==> src/rtl/pwm_shift_pkg.sv <==
// Shared types and constants for the PWM shift-register controller.
// Optional abort input is enabled with macro PWM_SHIFT_CTRL_ABORT_EN (see pwm_shift_ctrl).
package pwm_shift_pkg;

  localparam int DEFAULT_WIDTH = 8;

  typedef enum logic [2:0] {
    IDLE     = 3'd0,
    SHIFT_LO = 3'd1,
    SHIFT_HI = 3'd2,
    LATCH_HI = 3'd3,
    GAP      = 3'd4
  } state_t;

endpackage

==> src/rtl/pwm_clk_div.sv <==
// Phase-length divider for pwm_shift_ctrl: a down-counter that reloads to
// DIV-1 and flags the last cycle of the current phase with tc.
// Not affected by macro PWM_SHIFT_CTRL_ABORT_EN.
module pwm_clk_div #(
  parameter int DIV = 4
) (
  input  logic clk,
  input  logic reset,
  input  logic reload,
  output logic tc
);

  localparam int CW = $clog2(DIV + 1);
  localparam logic [CW-1:0] LOAD = CW'(DIV - 1);

  logic [CW-1:0] cnt;

  // Count down from DIV-1 after every reload, resting at zero.
  always_ff @(posedge clk) begin
    if (reset) begin
      cnt <= '0;
    end else if (reload) begin
      cnt <= LOAD;
    end else if (cnt != '0) begin
      cnt <= cnt - 1'b1;
    end
  end

  assign tc = (cnt == '0);

endmodule

==> src/rtl/pwm_shift_ctrl.sv <==
// Serialises one WIDTH-bit duty word MSB first into an external shift
// register (sclk/sdo), then pulses latch and signals done.
// Every phase (each sclk half, latch, gap) lasts DIV clk cycles.
// Macro PWM_SHIFT_CTRL_ABORT_EN adds an abort input that cancels a transfer
// while bits are still being shifted.
module pwm_shift_ctrl
  import pwm_shift_pkg::*;
#(
  parameter int DIV   = 4,
  parameter int WIDTH = DEFAULT_WIDTH
) (
  input  logic             clk,
  input  logic             reset,
  input  logic [WIDTH-1:0] data_in,
  input  logic             valid,
`ifdef PWM_SHIFT_CTRL_ABORT_EN
  input  logic             abort,
`endif
  output logic             ready,
  output logic             sclk,
  output logic             sdo,
  output logic             latch,
  output logic             busy,
  output logic             done
);

  localparam int BW = (WIDTH > 1) ? $clog2(WIDTH) : 1;
  localparam logic [BW-1:0] LAST_BIT = BW'(WIDTH - 1);

  state_t           state;
  state_t           state_nxt;
  logic             tc;
  logic             reload;
  logic             last_bit;
  logic             abort_hit;
  logic             accept;
  logic [BW-1:0]    bit_cnt;
  logic [WIDTH-1:0] shadow;
  logic             rdy_en;
  logic             sclk_q;

  assign last_bit = (bit_cnt == LAST_BIT);
  assign accept   = (state == IDLE) && valid && ready;

  // Next-state logic; abort only matters while bits are being shifted.
  always_comb begin
    state_nxt = state;
    abort_hit = 1'b0;
`ifdef PWM_SHIFT_CTRL_ABORT_EN
    abort_hit = abort && ((state == SHIFT_LO) || (state == SHIFT_HI));
`endif
    case (state)
      IDLE:     if (accept) state_nxt = SHIFT_LO;
      SHIFT_LO: if (tc) state_nxt = SHIFT_HI;
      SHIFT_HI: if (tc) state_nxt = last_bit ? LATCH_HI : SHIFT_LO;
      LATCH_HI: if (tc) state_nxt = GAP;
      GAP:      if (tc) state_nxt = IDLE;
      default:  state_nxt = IDLE;
    endcase
    if (abort_hit) state_nxt = IDLE;
  end

  // Every state change restarts the phase timer.
  assign reload = (state_nxt != state);

  pwm_clk_div #(.DIV(DIV)) u_div (
    .clk    (clk),
    .reset  (reset),
    .reload (reload),
    .tc     (tc)
  );

  // State register.
  always_ff @(posedge clk) begin
    if (reset) state <= IDLE;
    else       state <= state_nxt;
  end

  // Shadow word and bit counter: load on handshake, advance at each sclk high-phase end.
  always_ff @(posedge clk) begin
    if (reset) begin
      shadow  <= '0;
      bit_cnt <= '0;
    end else if (accept) begin
      shadow  <= data_in;
      bit_cnt <= '0;
    end else if ((state == SHIFT_HI) && tc) begin
      shadow <= shadow << 1;
      if (!last_bit) bit_cnt <= bit_cnt + 1'b1;
    end
  end

  // Hold ready low for the first cycle after reset.
  always_ff @(posedge clk) begin
    if (reset) rdy_en <= 1'b0;
    else       rdy_en <= 1'b1;
  end

  // Registered shift clock, high exactly while the FSM sits in SHIFT_HI.
  always_ff @(posedge clk) begin
    if (reset) sclk_q <= 1'b0;
    else       sclk_q <= (state_nxt == SHIFT_HI);
  end

  assign ready = (state == IDLE) && rdy_en;
  assign busy  = (state != IDLE);
  assign sclk  = sclk_q;
  assign sdo   = ((state == SHIFT_LO) || (state == SHIFT_HI)) ? shadow[WIDTH-1] : 1'b0;
  assign latch = (state == LATCH_HI);
  assign done  = (state == GAP) && tc;

endmodule
==> config.mk <==
export PLATFORM = sky130hd
export DESIGN_NAME = pwm_shift_ctrl
export DESIGN_NICKNAME = d
export VERILOG_FILES = /design/src/rtl/pwm_shift_pkg.sv /design/src/rtl/pwm_clk_div.sv /design/src/rtl/pwm_shift_ctrl.sv
export SDC_FILE = /design/constraint.sdc
export NUM_CORES = 1
export LEC_CHECK = 0
export CAP_MARGIN = 20
export CORE_MARGIN = 10
export CORE_UTILIZATION = 35
export CTS_CLUSTER_SIZE = 14
export DETAILED_ROUTE_END_ITERATION = 10
export GPL_ROUTABILITY_DRIVEN = 1
export PLACE_DENSITY = 0.57
export SLEW_MARGIN = 25
export SYNTH_ARGS = -nofsm -noshare
export SYNTH_HDL_FRONTEND = slang
export SYNTH_HIERARCHICAL = 1
export SYNTH_SLANG_ARGS = --single-unit
==> constraint.sdc <==
create_clock -name clk -period 1.9 [get_ports clk]
set_input_delay 0.19 -clock clk [delete_from_list [all_inputs] [get_ports clk]]
set_output_delay 0.19 -clock clk [all_outputs]
set_load 0.01 [all_outputs]
==> results.py <==
metrics = {
    "clock_network": {
        "cts_tree": "built",
        "hold_buffers": 0,
        "cts_sinks": 19,
        "clk_pin_slew_ns": 0.11,
        "numCtsBuffers": 3,
        "clock_latency_ns": 0.29,
        "clockBufferDepth": 2,
        "cts_root_buf": "clkbuf_4",
        "htree_levels": 1,
    },
    "layout": {
        "final_cell_mix": "clkdlybuf4s50_1 (15), nand2_1 (14), dfxtp_1 (14), buf_4 (10), inv_1 (8)",
        "stdcell_count": 170,
        "fin_nets": 155,
        "layout_commonest_cell": "clkdlybuf4s50_1",
        "layout-drive-gt1-share_pct": 21.58,
        "diodes": 0,
        "syn_to_final_growth_pct": 30.04,
        "fin_util_pct": 47.55,
    },
    "synth": {
        "netlist-cell-type-count": 32,
        "synth-seq-cells": 19,
        "syn_area_um2": 999.7,
        "syn_nets": 130,
        "seq_area_frac_synth_pct": 38.05,
        "avgSynthCellArea_um2": 8.693,
        "ys_warn_count": 6,
        "synthCells": 115,
    },
    "power_and_ir_drop": {
        "peakVddDrop_v": 0.0006153,
        "powerDensity_nw_per_um2": 951.6,
        "leakage_nw": 0.4828,
    },
    "critical_path": {
        "cpMaxStageDelayCell": "dfxtp_2",
        "crit_path_max_fanout": 5,
        "worstPathRequired_ns": 2.06,
        "cp_cell_sequence": "inv_1 > ha_2 > nand2b_1 > inv_1 > nor4b_2 > a31oi_2 > nor4b_2 > a311oi_2",
        "setup.worst_path.class": "reg -> reg",
        "max_stage_delay_ns": 0.36,
        "critPathBufInv": 2,
        "cp-end-kind": "register",
        "worstPathArrival_ns": 1.98,
        "path_delay_family": "simple AND/OR/NAND/NOR gates",
        "start_kind": "register",
    },
    "place": {
        "dpl.hpwl_mm": 1.715,
        "place_congestion": 0.7921,
        "io_buffers": 16,
        "dp_cells": 161,
        "preCtsSetupSlack_ns": -0.05348,
    },
    "drt": {
        "totalWireLength_mm": 2.371,
        "drtIter0Drc": 74,
        "vias_per_cell": 5.494,
        "vias": 934,
        "ant_nets": 0,
        "first_pass_iters": 4,
        "wl_per_cell_um": 13.95,
        "drc": 0,
    },
    "global_routing": {
        "grt_pass1_vias": 856,
        "grt_pass1_wl_mm": 3.795,
        "grt_usage_pct": 8.420,
        "grt_remaining_overflow": 0,
        "grt_start_max_net_pins": 14,
        "antenna_found_initial": 0,
    },
    "floorplanning": {
        "die_area_um2": 5394,
        "io_pins": 17,
        "core_region_area_um2": 2734,
        "core.rowCount": 19,
        "chipHeight_um": 73.45,
        "start_util_pct": 36.57,
        "die_w_um": 73.45,
    },
    "sta": {
        "period_minus_slack_ns": 1.821,
        "slew_violations": 0,
        "setup_viol": 0,
        "fmax_mhz": 549.2,
        "timing.final.ws_setup_ns": 0.07933,
        "relSlewSlack_pct": 69.52,
        "finalCritPeriodShare_pct": 95.82,
        "finClkSkew_ns": 0.006801,
        "hold_ws_ns": 0.4621,
        "worst_slew_pin_slew_ns": 0.4558,
        "rsz0062_at_grt": "true",
        "hold_viol_final": 0,
    },
    "job": {
        "maxCapViolCount": 0,
    },
    "hold_path": {
        "hp-class": "in -> reg",
    },
    "outcome": {
        "status": "finished, final reports clean",
    },
}
==> report_power, final <==
group	switching, W	total [W]	leakage [nW]	internal (W)
combinational	0.000252	0.000514	0.310	0.000262
sequential	0.0000538	0.000515	0.158	0.000462
clock	0.000126	0.000208	0.0150	0.0000815
total	0.000432	0.00124	0.483	0.000805
==> final timing paths <==
kind	slack, ns	to	depth (start not counted)	start
min reg2reg	0.49	shadow[2]	2	shadow[2]
min	0.46	shadow[0]	3	data_in[0]
max reg2reg	0.08	u_div/cnt[1]	8	u_div/cnt[0]
max	0.08	u_div/cnt[1]	8	u_div/cnt[0]
==> registers in the layout (all words and copies together) (netlist names) <==
register	cells
rdy_en	1
bit_cnt	3
state	3
u_div/cnt	3
shadow	8
sclk	1
==> timing repair <==
| action | in CTS | in global routing |
|---|---|---|
| buffers inserted | 0 | 5 |
| setup endpoints to repair | 6 | 6 |
| pin swaps | 1 | 3 |
| hold endpoints to repair | 0 | 0 |
| resized for setup | 8 | 9 |
==> cell families (layout without fill, tap and decap cells) <==
| family | Yosys count | count (layout) | synth area share (%) |
|---|---|---|---|
| AND/OR/NAND/NOR | 45 | 45 | 26.78 |
| AO/OA/AOI/OAI | 30 | 30 | 20.90 |
| adder cells (fa/ha/maj) | 4 | 4 | 5.006 |
| buffers and inverters | 16 | 40 | 8.385 |
| XOR/XNOR | 1 | 1 | 0.8763 |
| flip-flops | 19 | 19 | 38.05 |
==> worst min-delay path: stages <==
cell	delay [ns]
clkdlybuf4s50_1	0.40
nand3_1	0.07
a21oi_1	0.05
==> layout make-up <==
class / count / area [um2]
Tap cell: 31 / 38.79
Timing Repair Buffer: 26 / 230.2
Fill cell: 275 / 1434
Inverter: 10 / 37.54
Sequential cell: 19 / 391.6
Clock buffer: 4 / 26.28
Multi-Input combinational cell: 80 / 575.6
==> synth_stat cells <==
master / instances / area, um2
dfxtp_1: 19 / 380.4
nand2_1: 14 / 52.55
or3b_1: 1 / 8.760
o21ai_1: 2 / 10.01
nor3_2: 1 / 10.01
a211oi_1: 3 / 22.52
nor4b_1: 3 / 26.28
or3_1: 1 / 6.260
xor2_1: 1 / 8.760
nor2b_1: 2 / 12.51
o211ai_1: 3 / 22.52
ha_1: 4 / 50.05
a311oi_1: 7 / 61.31
clkbuf_1: 2 / 7.510
nand2b_1: 2 / 12.51
buf_2: 1 / 5.000
inv_2: 2 / 7.510
or2b_1: 1 / 7.510
and3_1: 3 / 18.77
nand4bb_1: 1 / 11.26
a211oi_2: 1 / 12.51
a21oi_1: 6 / 30.03
nor2_1: 2 / 7.510
buf_6: 3 / 33.78
a32oi_1: 2 / 17.52
nand3_1: 5 / 25.02
inv_1: 8 / 30.03
a31oi_1: 2 / 12.51
o21ai_0: 4 / 20.02
nor4bb_4: 1 / 25.02
nor3_1: 5 / 25.02
and2_1: 3 / 18.77
==> routing by layer <==
layer	GRT usage (%)	wire, um	vias to the layer above
met5	0	0	-
met4	2.899	14	0
met3	3.365	163	2
met2	12.41	1106	22
met1	10.78	1086	438
li1	-	-	472
==> stage by stage <==
| step | total power, W | cell area [um2] | TNS [ns] |
|---|---|---|---|
| after floorplan | 0.0007995 | 999.7 | 0 |
| final | 0.001237 | 1300 | 0 |
| after global placement | 0.0009392 | 1190 | -0.003852 |
| after global routing | 0.001321 | 1300 | -0.04186 |
| after detailed placement | 0.0009417 | 1190 | -0.08038 |
| after CTS | 0.001165 | 1235 | 0 |
Note: power is estimated with default switching activity, not from simulation.
